<file path="src/rtl/div_const_pkg.sv">
// Constants and state encoding shared by the divide-by-11 datapath and its
// reconstruction (multiply-back) counterpart.
package div_const_pkg;

    localparam int DIVISOR = 11;
    localparam int X_W     = 64;
    localparam int Q_W     = 61;
    localparam int R_W     = 4;
    localparam int CARRY_W = 4;

    typedef enum logic [1:0] {
        IDLE = 2'd0,
        RUN  = 2'd1,
        DONE = 2'd2
    } state_t;

endpackage : div_const_pkg

</file>
<file path="src/rtl/mul_11_recon_64_if.sv">
// Handshake bundle for the (Q,R) -> X reconstruction block.
// Optional MUL11_RECON_RCHK_EN adds the r_err flag alongside X/ovf.
interface mul_11_recon_64_if;
    import div_const_pkg::*;

    logic             in_valid;
    logic             in_ready;
    logic [Q_W-1:0]   Q;
    logic [R_W-1:0]   R;
    logic             out_valid;
    logic             out_ready;
    logic [X_W-1:0]   X;
    logic             ovf;
`ifdef MUL11_RECON_RCHK_EN
    logic             r_err;

    modport master (
        output in_valid, Q, R, out_ready,
        input  in_ready, out_valid, X, ovf, r_err
    );
    modport slave (
        input  in_valid, Q, R, out_ready,
        output in_ready, out_valid, X, ovf, r_err
    );
`else
    modport master (
        output in_valid, Q, R, out_ready,
        input  in_ready, out_valid, X, ovf
    );
    modport slave (
        input  in_valid, Q, R, out_ready,
        output in_ready, out_valid, X, ovf
    );
`endif

endinterface : mul_11_recon_64_if

</file>
<file path="src/rtl/mul11_digit.sv">
// One digit of the times-11 multiply: t = 8d + 2d + d + cin, split into a
// DIGIT_W-bit product digit and a 4-bit carry (always fits, see width rule).
module mul11_digit
    import div_const_pkg::*;
#(
    parameter int DIGIT_W = 8
) (
    input  logic [DIGIT_W-1:0] d,
    input  logic [CARRY_W-1:0] cin,
    output logic [DIGIT_W-1:0] p,
    output logic [CARRY_W-1:0] cout
);

    logic [DIGIT_W+CARRY_W-1:0] d_ext;
    logic [DIGIT_W+CARRY_W-1:0] cin_ext;
    logic [DIGIT_W+CARRY_W-1:0] t;

    assign d_ext   = {{CARRY_W{1'b0}}, d};
    assign cin_ext = {{DIGIT_W{1'b0}}, cin};
    assign t       = (d_ext << 3) + (d_ext << 1) + d_ext + cin_ext;

    assign p    = t[DIGIT_W-1:0];
    assign cout = t[DIGIT_W+CARRY_W-1:DIGIT_W];

endmodule : mul11_digit

</file>
<file path="src/rtl/mul_11_recon_64.sv">
// Digit-serial reconstruction X = 11*Q + R (mod 2^64) with overflow flag.
// Optional MUL11_RECON_RCHK_EN: flag R > 10 on r_err, captured at accept.
module mul_11_recon_64
    import div_const_pkg::*;
#(
    parameter int DIGIT_W = 8
) (
    input  logic                 clk,
    input  logic                 rst_n,
    mul_11_recon_64_if.slave     bus
);

    localparam int NDIG  = X_W / DIGIT_W;
    localparam int CNT_W = $clog2(NDIG + 1);

    state_t               state_reg;
    state_t               state_next;
    logic [X_W-1:0]       q_sr_reg;
    logic [X_W-1:0]       x_reg;
    logic [CARRY_W-1:0]   carry_reg;
    logic [CNT_W-1:0]     count_reg;
    logic                 ovf_reg;
    logic [DIGIT_W-1:0]   digit_p;
    logic [CARRY_W-1:0]   digit_cout;
    logic                 last_digit;
`ifdef MUL11_RECON_RCHK_EN
    logic                 r_err_reg;
`endif

    mul11_digit #(
        .DIGIT_W (DIGIT_W)
    ) u_digit (
        .d    (q_sr_reg[DIGIT_W-1:0]),
        .cin  (carry_reg),
        .p    (digit_p),
        .cout (digit_cout)
    );

    assign last_digit = (count_reg == CNT_W'(NDIG - 1));

    always_ff @(posedge clk or negedge rst_n) begin
        if (!rst_n) begin
            state_reg <= IDLE;
        end else begin
            state_reg <= state_next;
        end
    end

    always_comb begin
        state_next = state_reg;
        case (state_reg)
            IDLE:    if (bus.in_valid)  state_next = RUN;
            RUN:     if (last_digit)    state_next = DONE;
            DONE:    if (bus.out_ready) state_next = IDLE;
            default:                    state_next = IDLE;
        endcase
    end

    // Product digits enter at the MSB end so after NDIG shifts the first
    // (least significant) digit has walked down to bit 0.
    always_ff @(posedge clk or negedge rst_n) begin
        if (!rst_n) begin
            q_sr_reg  <= '0;
            x_reg     <= '0;
            carry_reg <= '0;
            count_reg <= '0;
            ovf_reg   <= 1'b0;
`ifdef MUL11_RECON_RCHK_EN
            r_err_reg <= 1'b0;
`endif
        end else begin
            case (state_reg)
                IDLE: begin
                    if (bus.in_valid) begin
                        q_sr_reg  <= {{(X_W-Q_W){1'b0}}, bus.Q};
                        carry_reg <= bus.R;
                        count_reg <= '0;
`ifdef MUL11_RECON_RCHK_EN
                        r_err_reg <= (bus.R > R_W'(DIVISOR - 1));
`endif
                    end
                end
                RUN: begin
                    x_reg     <= {digit_p, x_reg[X_W-1:DIGIT_W]};
                    q_sr_reg  <= {{DIGIT_W{1'b0}}, q_sr_reg[X_W-1:DIGIT_W]};
                    carry_reg <= digit_cout;
                    count_reg <= count_reg + CNT_W'(1);
                    if (last_digit) begin
                        ovf_reg <= (digit_cout != '0);
                    end
                end
                default: begin
                end
            endcase
        end
    end

    assign bus.in_ready  = (state_reg == IDLE);
    assign bus.out_valid = (state_reg == DONE);
    assign bus.X         = x_reg;
    assign bus.ovf       = ovf_reg;
`ifdef MUL11_RECON_RCHK_EN
    assign bus.r_err     = r_err_reg;
`endif

endmodule : mul_11_recon_64

</file>
<file path="src/flat_wrapper.sv">
// flat-port wrapper written by rule: the top's interface ports become plain ports
module mul_11_recon_64_flat import div_const_pkg::*;
#(
    parameter int DIGIT_W = 8
)
  (clk, rst_n, bus_in_valid, bus_Q, bus_R, bus_out_ready, bus_in_ready, bus_out_valid, bus_X, bus_ovf);
  mul_11_recon_64_if bus_i ();
  input  logic clk;
  input  logic rst_n;
  input wire logic [$bits(bus_i.in_valid)-1:0] bus_in_valid;
  input wire logic [$bits(bus_i.Q)-1:0] bus_Q;
  input wire logic [$bits(bus_i.R)-1:0] bus_R;
  input wire logic [$bits(bus_i.out_ready)-1:0] bus_out_ready;
  output wire logic [$bits(bus_i.in_ready)-1:0] bus_in_ready;
  output wire logic [$bits(bus_i.out_valid)-1:0] bus_out_valid;
  output wire logic [$bits(bus_i.X)-1:0] bus_X;
  output wire logic [$bits(bus_i.ovf)-1:0] bus_ovf;
  assign bus_i.in_valid = bus_in_valid;
  assign bus_i.Q = bus_Q;
  assign bus_i.R = bus_R;
  assign bus_i.out_ready = bus_out_ready;
  assign bus_in_ready = bus_i.in_ready;
  assign bus_out_valid = bus_i.out_valid;
  assign bus_X = bus_i.X;
  assign bus_ovf = bus_i.ovf;
  mul_11_recon_64 #(.DIGIT_W(DIGIT_W)) u_core (.clk(clk), .rst_n(rst_n), .bus(bus_i));
endmodule
</file>
<file path="config.mk">
export PLATFORM = sky130hd
export DESIGN_NAME = mul_11_recon_64_flat
export DESIGN_NICKNAME = d
export VERILOG_FILES = /design/src/rtl/div_const_pkg.sv /design/src/rtl/mul_11_recon_64_if.sv /design/src/rtl/mul11_digit.sv /design/src/rtl/mul_11_recon_64.sv /design/src/flat_wrapper.sv
export SDC_FILE = /design/constraint.sdc
export NUM_CORES = 1
export LEC_CHECK = 0
export BUFFER_PORTS_ARGS = -buffer_cell sky130_fd_sc_hd__buf_2
export CAP_MARGIN = 10
export CORE_MARGIN = 2
export CORE_UTILIZATION = 28
export DETAILED_ROUTE_END_ITERATION = 10
export REMOVE_ABC_BUFFERS = 1
export SYNTH_ARGS = -nofsm -noshare
export SYNTH_HDL_FRONTEND = slang
export SYNTH_SLANG_ARGS = --single-unit
</file>
<file path="constraint.sdc">
create_clock -name clk -period 8.14 [get_ports clk]
set_input_delay 2.035 -clock clk [delete_from_list [all_inputs] [get_ports clk]]
set_output_delay 2.035 -clock clk [all_outputs]
set_load 0.02 [all_outputs]
</file>
== Yosys cells after proc, flatten, opt, wreduce, memory -nomap -nowiden ==
Cells that the tools add are included.

* Bits in registers: 139
* Output and inout bits: 67

* Multiplexer cells: 10
* Add/sub/neg operators: 4
* Reduce and logical (&&, ||, !) cells: 6
* Eq/ne operators: 6

{| class="wikitable"
|+ Operators by type and width
! operator !! number
|-
| one-hot mux 64 bit (2 select lines) || 1
|-
| 2-to-1 mux 64 bit || 1
|-
| one-hot mux 4 bit (2 select lines) || 2
|-
| adder 11 x 9 -> 12 bit || 1
|-
| adder 12 x 4 -> 12 bit || 1
|-
| adder 12 x 8 -> 12 bit || 1
|-
| 2-to-1 mux 4 bit || 2
|-
| 2-to-1 mux 2 bit || 3
|-
| one-hot mux 2 bit (3 select lines) || 1
|-
| adder 4 x 1 -> 4 bit (second input constant) || 1
|-
| equality test 4 x 3 -> 1 bit (second input constant) || 1
|-
| != test 2 bit (second input constant) || 2
|-
| AND reduction 2 bit || 2
|-
| nonzero test 4 bit || 1
|-
| AND reduction 3 bit || 1
|-
| equality test 2 x 1 -> 1 bit (second input constant) || 1
|-
| equality test 2 bit (second input constant) || 1
|-
| zero test 2 bit || 1
|-
| != test 2 x 1 -> 1 bit (second input constant) || 1
|-
| nonzero test 2 bit || 1
|}

== Longest topological paths before layout ==
Gate-level depths: netlist (run 1).

* Depth after elaboration: 4
* Depth in mapped cells: 12
* Mapped depth without buffers: 12

== Modules after synthesis ==
Synthesis (run 1) repeated with hierarchy kept, for this count alone.

* Cells, all modules: 656
* Area, all modules: 6,287.3 um^2

{| class="wikitable"
|+ Modules (own cells, without submodules)
! module !! area each (um^2) !! cells an instance !! sequential area each (um^2) !! times used
|-
| mul_11_recon_64 || 5,571.6 || 574 || 3,403.3 || 1
|-
| mul11_digit || 715.7 || 82 || 0.0 || 1
|}

== Worst setup path before layout (run 1) ==
OpenSTA, ideal clock, no wires.

* Kind: register to output
* Start: register u_core.state_reg[1]
* End: output bus_out_valid
* Cell stages (with the launch flop): 4
* Arrival: 1.119 ns
* Path slack: 4.986 ns
* Cell sequence: dfrtp_1 buf_2 clkbuf_1 nor2b_1

* Cells in the longest elaborated chain, start to end: 1

{| class="wikitable"
|+ Ends and longest elaborated chain
! element !! RTL line !! text
|-
| start: declaration || mul_11_recon_64.sv:16 || <nowiki>state_t state_reg;</nowiki>
|-
| start signal: assignment || mul_11_recon_64.sv:45 || <nowiki>state_reg <= state_next;</nowiki>
|-
| equality test 2 bit || mul_11_recon_64.sv:99 || <nowiki>assign bus.out_valid = (state_reg == DONE);</nowiki>
|-
| end: declaration || flat_wrapper.sv:15 || <nowiki>output wire logic [$bits(bus_i.out_valid)-1:0] bus_out_valid;</nowiki>
|}

Every way passes these cells.

== Worst setup path after layout (run 1) ==
* Start: register u_core.state_reg[0]
* End: output bus_in_ready

* Cells in the longest elaborated chain, start to end: 1

{| class="wikitable"
|+ Ends and longest elaborated chain
! element !! RTL line !! text
|-
| zero test 2 bit || mul_11_recon_64.sv:98 || <nowiki>assign bus.in_ready = (state_reg == IDLE);</nowiki>
|-
| end: declaration || flat_wrapper.sv:14 || <nowiki>output wire logic [$bits(bus_i.in_ready)-1:0] bus_in_ready;</nowiki>
|}

Every way passes these cells.

==> flow_metrics.tcl, run 1 <==
set metrics [dict create \
    status "finished clean" \
    fill_cells 2435 \
    cts_setup_buffers 0 \
    p_per_area_nw_per_um2 400 \
    cts-resized-gates 0 \
    tns_ns 0 \
    p_clk_share_pct 22.8 \
    initial_core_util_pct 28.8 \
    power.total_w 0.00333 \
    pin_count 136 \
    rsz0062_at_grt "false" \
    first_global_vias 5266 \
    finish.instance_area_um2 8320 \
    coreArea_um2 23600 \
    layout.cells.most_common "nand2_1" \
    power.switching_w 0.00139 \
    fin_crit_ns 3.95 \
    cp-end-kind "output pin" \
    required_ns 6.11 \
    grt_pass1_wl_mm 28.5 \
    relSlewSlack_pct 34.3 \
    synth_top_area_share_pct 50.1 \
    gp_congestion 0.776 \
    crit_fanout 65 \
    place_area_um2 7730 \
    path_buf_inv 2 \
    internal-power_w 0.00194 \
    layout.cells.most_common_list "nand2_1 (201), buf_2 (134), dfrtp_1 (134)" \
    synth_top_area_cell "dfrtp_1" \
    portBuffers 135 \
    layout-drive-gt1-share_pct 21.0 \
    wl_mm 17.3 \
    max_clock_freq_mhz 253 \
    ys_types 41 \
    detail-route-antenna-nets 0 \
    clock_latency_ns 0.42 \
    maxSlewViolCount 0 \
    overflow 0 \
    clk_pin_slew_ns 0.06 \
    critical_path.top_delay_family "buffers and inverters" \
    clockBufferDepth 2 \
    htreeDepth 4 \
    synth.top_cells.by_area "dfrtp_1 (50%), nand2_1 (11%), nor2b_1 (5.3%), o21ai_0 (5.3%), a21oi_1 (5.1%)" \
    maxCapViolCount 0 \
    ir_drop_mv 0.150 \
    p_seq_share_pct 34.9 \
    synth_seq_cells 136 \
    power.share.switching_pct 41.7 \
    leakage_nw 4.15 \
    vias 5661 \
    firstDrtPassIters 4 \
    yosysSeqAreaShare_pct 50.1 \
    cp_cell_sequence "buf_4, nor2_1, buf_2" \
    skew_ns 0.00691 \
    ys.flop_type "dfrtp_1" \
    syn_area_um2 6790 \
    final_util_pct 35.3 \
    placementRows 56 \
    async_reset_ff_share_pct 100 \
    post_drt_wl_per_cell_um 14.5 \
    cts_sinks 136 \
    avgSynthCellArea_um2 9.01 \
    setup_violations 0 \
    final_hold_viol_count 0 \
    drtIter0Drc 417 \
    dp_hpwl_mm 11.1 \
    synth_edf_count 0 \
    antenna_found_initial 6 \
    die_y_um 160 \
    synth_warnings 0 \
    holdBufCountCts 0 \
    p_comb_share_pct 42.3 \
    grt_max_degree 84 \
    cts_tree "done" \
    critPathKind "flop to output pin" \
    grt_usage_pct 13.6 \
    startpoint_type "flop" \
    slowest_stage "buf_4" \
    die-area_um2 25500 \
    finalCritPeriodShare_pct 48.5 \
    cts_root_buf "clkbuf_16" \
    layout.nets 961 \
    syn2layout_area_growth_pct 22.5 \
    fp.dieW_um 160 \
    viasPerCell 4.73 \
    largest_reg_flops 64 \
    worst_hold_path_type "flop to flop" \
    tightest_slew_ns 0.984 \
    cts_buffers 17 \
    slowest_delay_ns 0.55 \
    syn_inst 754 \
    drc 0 \
    arrival_ns 1.92 \
]
## layout make-up
| cell class | count | area, um2 | share of cell area, % |
|---|---|---|---|
| diodes | 2 | 5.00 | 0.0601 |
| clock buffers | 22 | 464 | 5.58 |
| clock inverters | 10 | 120 | 1.44 |
| inverters | 25 | 93.8 | 1.13 |
| multi-input cells | 541 | 3100 | 37.3 |
| flip-flops and latches | 136 | 3410 | 40.9 |
| well taps | 319 | 399 | 4.79 |
| repair buffers | 142 | 734 | 8.82 |
## cells in the mapped netlist, types with 3 or more instances
library cell and instances:
dfrtp_1 136, nor3_1 3, ha_1 20, a211oi_1 4, nor2_1 10, nand2_1 201
inv_1 25, a22oi_1 45, a21oi_1 69, fa_1 9, nand2b_1 5, and3b_1 8
xor2_1 3, buf_1 6, a21o_1 5, clkbuf_1 38, nor2b_1 58, buf_2 7
o21ai_0 72, a22o_1 3
## cell families after synthesis
| group | count (synthesis) | synth area share (%) |
|---|---|---|
| AOI/OAI and AO/OA | 215 | 19.0 |
| xor gates and xnor gates | 3 | 0.387 |
| adders and majority gates | 29 | 6.34 |
| buffers and inverters | 77 | 4.49 |
| DFF | 136 | 50.1 |
| muxes | 1 | 0.147 |
| and+or+nand+nor | 293 | 19.5 |
## path summary, 6_finish.rpt
| check | start | to | slack (ns) | cells after the start |
|---|---|---|---|---|
| worst max-delay path | u_core.state_reg[0]$_DFFE_PN0P_ | bus_in_ready | 4.19 | 3 |
| worst min-delay path | u_core.bus.X[5]$_DFFE_PN0P_ | u_core.bus.X[5]$_DFFE_PN0P_ | 0.47 | 2 |
| max in group asynchronous | rst_n | u_core.q_sr_reg[45]$_DFFE_PN0P_ | 5.23 | 2 |
| worst min register to register | u_core.bus.X[5]$_DFFE_PN0P_ | u_core.bus.X[5]$_DFFE_PN0P_ | 0.47 | 2 |
| worst max register to register | u_core.q_sr_reg[0]$_DFFE_PN0P_ | u_core.carry_reg[0]$_DFFE_PN0P_ | 4.77 | 11 |
| min in group asynchronous | rst_n | u_core.bus.X[14]$_DFFE_PN0P_ | 1.66 | 1 |
## layer usage
| metal | share of wire (%) | track usage [%] | vias to the layer above |
|---|---|---|---|
| li1 | - | - | 2769 |
| met4 | 0.86 | 3.35 | 8 |
| met2 | 43 | 19.5 | 164 |
| met5 | 0.28 | 0 | - |
| met3 | 7.0 | 4.75 | 24 |
| met1 | 49 | 19.6 | 2696 |
## power by group through the flow
stage | Sequential (W) | Combinational, W | Clock, W
2_1_floorplan | 0.00134 | 0.000785 | 0
3_3_place_gp | 0.00116 | 0.00139 | 0
3_5_place_dp | 0.00117 | 0.00142 | 0
4_1_cts | 0.00116 | 0.00143 | 0.000780
5_1_grt | 0.00121 | 0.00159 | 0.000814
6_report | 0.00116 | 0.00141 | 0.000759
## through the flow
stage / hold slack (ns) / setup WS, ns / cells
after floorplan: 0.450 / 2.68 / 702
after global placement: 0.452 / 4.40 / 1163
after detailed placement: 0.457 / 4.38 / 1163
after CTS: 0.472 / 4.17 / 1195
after global routing: 0.491 / 4.08 / 1197
final: 0.466 / 4.19 / 1197
## worst register-to-register path, delay by kind of cell (launching register included)
| kind | cells | cell delay [ns] |
|---|---|---|
| and+or+nand+nor | 2 | 0.23 |
| adders and majority gates | 3 | 1.46 |
| buffers and inverters | 3 | 0.21 |
| AOI/OAI and AO/OA | 3 | 0.92 |
| DFF | 1 | 0.43 |
No activity file was read; power rests on OpenSTA's default activity.
==> run 2, diff against run 1 <==
==> constraint.sdc (replaced) <==
create_clock -name clk -period 3.65 [get_ports clk]
set_input_delay 0.9125 -clock clk [delete_from_list [all_inputs] [get_ports clk]]
set_output_delay 0.9125 -clock clk [all_outputs]
set_load 0.02 [all_outputs]
==> run 2 against run 1 <==
Sequential cell count unchanged. Routed wire length increased by 2.8%. Cell area increased by 0.86%. Via count increased by 0.28%. Utilization increased by 0.30 points. Combinational power increased by 120%. Power increased by 130%. First-iteration DRC count decreased by 26%. Clock power increased by 130%. Cell count increased by 0.50%. Critical endpoint is now u_core.carry_reg[0]$_DFFE_PN0P_.
==> flow_metrics.tcl, run 2 (synthesis results as in run 1) <==
set metrics [dict create \
    post_drt_wl_per_cell_um 14.8 \
    drc 0 \
    leakage_nw 4.19 \
    first_global_vias 5554 \
    critPathKind "flop to flop" \
    finalCritPeriodShare_pct 91.9 \
    cp_cell_sequence "inv_1, fa_1, inv_1, fa_1, inv_1, fa_1, nand2b_1, a21oi_1, o31a_2, nor2_1, a221o_1" \
    layout.cells.most_common "nand2_1" \
    tns_ns 0 \
    wl_mm 17.8 \
    final_hold_viol_count 0 \
    rsz0062_at_grt "false" \
    cts_setup_buffers 0 \
    cp-startpoint "u_core.q_sr_reg[0]$_DFFE_PN0P_" \
    portBuffers 135 \
    vias 5677 \
    viasPerCell 4.72 \
    timing.rr.end "u_core.carry_reg[0]$_DFFE_PN0P_" \
    layout-drive-gt1-share_pct 21.8 \
    detail-route-antenna-nets 0 \
    fill_cells 2465 \
    largest_reg_flops 64 \
    final_util_pct 35.6 \
    fin_crit_ns 3.35 \
    htreeDepth 4 \
    syn2layout_area_growth_pct 23.6 \
    die-area_um2 25500 \
    dp_hpwl_mm 11.5 \
    grt_max_degree 72 \
    cts_buffers 17 \
    ff2ff_path_depth 11 \
    tightest_slew_ns 0.738 \
    gp_congestion 0.793 \
    crit_end "u_core.carry_reg[0]$_DFFE_PN0P_" \
    cts-resized-gates 0 \
    pin_count 136 \
    critical_path.top_delay_family "adder cells" \
    path_buf_inv 3 \
    p_per_area_nw_per_um2 898 \
    layout.nets 966 \
    setup_violations 0 \
    holdBufCountCts 0 \
    antenna_found_initial 6 \
    r2r_slack_ns 0.30 \
    place_area_um2 7780 \
    r2r-start "u_core.q_sr_reg[0]$_DFFE_PN0P_" \
    max_clock_freq_mhz 298 \
    grt_pass1_wl_mm 29.5 \
    clk_pin_slew_ns 0.06 \
    slowest_delay_ns 0.52 \
    firstDrtPassIters 4 \
    required_ns 3.95 \
    fin_ws_ns 0.295 \
    maxCapViolCount 0 \
    initial_core_util_pct 28.8 \
    cts_root_buf "clkbuf_16" \
    arrival_ns 3.66 \
    relSlewSlack_pct 50.8 \
    cts_tree "done" \
    ir_drop_mv 0.394 \
    holdWs_ns 0.469 \
    finish.instance_area_um2 8400 \
    skew_ns 0.00786 \
    overflow 0 \
    worst_hold_path_type "flop to flop" \
    crit_fanout 5 \
    cp-end-kind "flop" \
    cts_sinks 136 \
    clock_latency_ns 0.42 \
    die_y_um 160 \
    status "finished clean" \
    maxSlewViolCount 0 \
    grt_usage_pct 14.2 \
    layout.cells.most_common_list "nand2_1 (201), buf_2 (134), dfrtp_1 (134)" \
    slowest_stage "fa_1" \
    clockBufferDepth 2 \
    cp_num_cells 11 \
    drtIter0Drc 308 \
    startpoint_type "flop" \
    coreArea_um2 23600 \
    pre_cts_slack_ns 0.323 \
    fp.dieW_um 160 \
    placementRows 56 \
]
[run 2: changes by cell type in the layout (fill, tap and decap cells not counted), sizes merged]
cell / previous run / this run
buf: 142 / 147
clkbuf: 22 / 18
clkinv: 5 / 4
clkinvlp: 2 / 3
diode: 2 / 3
inv: 26 / 30
[run 2: how the worst min path moves through the flow]
stage / startpoint / depth (start not counted) / slack (ns) / endpoint
after global placement: u_core.bus.X[1]$_DFFE_PN0P_ / 2 / 0.45 / u_core.bus.X[1]$_DFFE_PN0P_
after detailed placement: u_core.bus.X[1]$_DFFE_PN0P_ / 2 / 0.46 / u_core.bus.X[1]$_DFFE_PN0P_
after floorplan: u_core.q_sr_reg[2]$_DFFE_PN0P_ / 2 / 0.45 / u_core.q_sr_reg[2]$_DFFE_PN0P_
final: u_core.bus.X[1]$_DFFE_PN0P_ / 2 / 0.47 / u_core.bus.X[1]$_DFFE_PN0P_
after global routing: u_core.bus.X[7]$_DFFE_PN0P_ / 2 / 0.51 / u_core.bus.X[7]$_DFFE_PN0P_
after CTS: u_core.bus.X[1]$_DFFE_PN0P_ / 2 / 0.47 / u_core.bus.X[1]$_DFFE_PN0P_
[run 2: worst reg2reg max path: stages (launching register included)]
cell and delay [ns]:
dfrtp_1 0.41, inv_1 0.08, fa_1 0.50, inv_1 0.05, fa_1 0.52, inv_1 0.06
fa_1 0.44, nand2b_1 0.18, a21oi_1 0.41, o31a_2 0.21, nor2_1 0.04, a221o_1 0.32
[run 2: power by group]
part           switching, W  internal [W]
clock              0.000724       0.00104
combinational       0.00199       0.00118
sequential         0.000478       0.00213
[run 2: metal layers]
metal | track usage [%] | vias to the layer above | routed length (um)
met4 | 3.97 | 8 | 195
met1 | 19.2 | 2727 | 8440
met2 | 21.4 | 141 | 7840
met5 | 0 | - | 44
met3 | 5.19 | 20 | 1290
li1 | - | 2781 | -
[run 2: final cells by class]
class                   instances  area [um2]  share of cell area, %
clock inverters                14         164                   1.95
diodes                          3        7.51                 0.0894
well taps                     319         399                   4.75
clock buffers                  18         439                   5.23
inverters                      25        93.8                   1.12
multi-input cells             541        3100                   36.9
flip-flops and latches        136        3410                   40.6
repair buffers                147         785                   9.34
[run 2: metrics by stage]
step	std cells	total power, W
after detailed placement	1168	0.00582
final	1203	0.00754
after CTS	1200	0.00764
after global placement	1168	0.00576
after floorplan	702	0.00473
after global routing	1201	0.00816
==> run 3, diff against run 2 <==
--- a/config.mk
+++ b/config.mk
@@ -10,6 +10,7 @@
 export CORE_MARGIN = 2
 export CORE_UTILIZATION = 28
 export DETAILED_ROUTE_END_ITERATION = 10
+export PLACE_DENSITY_LB_ADDON = 0.15
 export REMOVE_ABC_BUFFERS = 1
 export SYNTH_ARGS = -nofsm -noshare
 export SYNTH_HDL_FRONTEND = slang
==> run 3 against run 2 <==
Die area did not move. Routed wire length rose by 1.4%. Register-to-register slack improved by 0.02 ns. Non-clock buffer count did not move. Sequential power barely moved. Critical path depth did not move. Critical endpoint unchanged. First-iteration DRC count fell by 2.6%. Largest cell class unchanged.
==> flow_metrics.tcl, run 3 (synthesis results as in run 1) <==
set metrics [dict create \
    fp.dieW_um 160 \
    fin_crit_ns 3.33 \
    final_cells 1201 \
    worst_hold_path_type "flop to flop" \
    clockBufferDepth 2 \
    maxCapViolCount 0 \
    timing.rr.end "u_core.carry_reg[0]$_DFFE_PN0P_" \
    finish.instance_area_um2 8420 \
    cts_root_buf "clkbuf_16" \
    layout.cells.most_common_list "nand2_1 (201), buf_2 (134), dfrtp_1 (134)" \
    initial_core_util_pct 28.8 \
    cts_tree "done" \
    wl_mm 18.1 \
    skew_ns 0.00814 \
    ir_drop_mv 0.275 \
    tightest_slew_ns 0.757 \
    setup_violations 0 \
    layout.cells.most_common "nand2_1" \
    dp_cells 1168 \
    p_per_area_nw_per_um2 900 \
    vias 5558 \
    whs_path_depth 2 \
    maxSlewViolCount 0 \
    r2r-start "u_core.q_sr_reg[0]$_DFFE_PN0P_" \
    gp_congestion 0.784 \
    die-area_um2 25500 \
    min_to "u_core.bus.X[7]$_DFFE_PN0P_" \
    coreArea_um2 23600 \
    viasPerCell 4.63 \
    final_hold_viol_count 0 \
    cts-resized-gates 0 \
    layout-drive-gt1-share_pct 21.7 \
    post_drt_wl_per_cell_um 15.0 \
    finalCritPeriodShare_pct 91.3 \
    critPathKind "flop to flop" \
    fill_cells 2485 \
    relSlewSlack_pct 49.5 \
    drtIter0Drc 300 \
    arrival_ns 3.64 \
    holdBufCountCts 0 \
    place_area_um2 7810 \
    worstHoldStart "u_core.bus.X[7]$_DFFE_PN0P_" \
    overflow 0 \
    clock_latency_ns 0.42 \
    pin_count 136 \
    first_global_vias 5527 \
    ff2ff_path_depth 11 \
    die_y_um 160 \
    syn2layout_area_growth_pct 24.0 \
    max_clock_freq_mhz 300 \
    portBuffers 135 \
    drc 0 \
    r2r_slack_ns 0.32 \
    crit_fanout 5 \
    placementRows 56 \
    grt_usage_pct 14.6 \
    firstDrtPassIters 5 \
    antenna_found_initial 2 \
    cts_buffers 17 \
    layout.nets 966 \
    grt_pass1_wl_mm 29.7 \
    detail-route-antenna-nets 0 \
    cts_sinks 136 \
    status "finished clean" \
    leakage_nw 4.20 \
    dp_hpwl_mm 11.8 \
    rsz0062_at_grt "false" \
    largest_reg_flops 64 \
    cp-end-kind "flop" \
    clk_pin_slew_ns 0.06 \
    required_ns 3.95 \
    cts_setup_buffers 0 \
    startpoint_type "flop" \
    grt_max_degree 72 \
    htreeDepth 4 \
]
[run 3: cell types whose count changed in the layout (fill, tap and decap cells not counted), sizes merged]
cell      change
diode         -2
clkbuf        +1
bufinv        +1
clkinvlp      -1
inv           -1
[run 3: power by group]
group | switching [W] | leakage, nW | internal, W
sequential | 0.000494 | 1.76 | 0.00213
clock | 0.000701 | 0.295 | 0.00110
combinational | 0.00197 | 2.15 | 0.00119
[run 3: critical path, stage by stage, from the launching register on]
cell	delay, ns
dfrtp_1	0.42
inv_1	0.08
fa_1	0.50
inv_1	0.05
fa_1	0.53
inv_1	0.07
fa_1	0.44
nand2b_1	0.18
a21oi_1	0.38
o31a_2	0.21
nor2_1	0.04
a221o_1	0.32
[run 3: how the worst max path moves through the flow]
| stage | start | endpoint | slack (ns) | depth (start not counted) |
|---|---|---|---|---|
| floorplan | u_core.state_reg[0]$_DFFE_PN0P_ | u_core.bus.X[61]$_DFFE_PN0P_ | -1.81 | 3 |
| global placement | u_core.q_sr_reg[0]$_DFFE_PN0P_ | u_core.carry_reg[0]$_DFFE_PN0P_ | 0.36 | 11 |
| detailed placement | u_core.q_sr_reg[0]$_DFFE_PN0P_ | u_core.carry_reg[0]$_DFFE_PN0P_ | 0.34 | 11 |
| CTS | u_core.q_sr_reg[0]$_DFFE_PN0P_ | u_core.carry_reg[0]$_DFFE_PN0P_ | 0.33 | 11 |
| global route | u_core.q_sr_reg[0]$_DFFE_PN0P_ | u_core.bus.ovf$_DFFE_PN0P_ | 0.12 | 11 |
| finish | u_core.q_sr_reg[0]$_DFFE_PN0P_ | u_core.carry_reg[0]$_DFFE_PN0P_ | 0.32 | 11 |
[run 3: metal layers]
layer | track usage [%] | share of wire (%)
met2 | 22.6 | 44
met5 | 0 | 0
met3 | 4.34 | 6.3
met1 | 19.5 | 48
met4 | 4.96 | 1.6
[run 3: final cells by class]
type,instances,area [um2],area share (%)
Tap cell,319,399,4.74
Clock buffer,19,443,5.26
Antenna cell,1,2.50,0.0297
Timing Repair Buffer,147,810,9.61
Clock inverter,13,168,1.99
Inverter,25,93.8,1.11
Sequential cell,136,3410,40.4
Multi-Input combinational cell,541,3100,36.8
[run 3: per-stage QoR]
| step | utilization (%) | worst slack [ns] | power [W] | hold slack (ns) | TNS (ns) |
|---|---|---|---|---|---|
| global placement | 33.1 | 0.361 | 0.00587 | 0.453 | 0 |
| global route | 35.7 | 0.124 | 0.00823 | 0.486 | 0 |
| detailed placement | 33.1 | 0.340 | 0.00586 | 0.457 | 0 |
| floorplan | - | -1.81 | 0.00473 | 0.450 | -161.86 |
| CTS | 35.7 | 0.335 | 0.00772 | 0.473 | 0 |
| finish | 35.7 | 0.318 | 0.00758 | 0.467 | 0 |
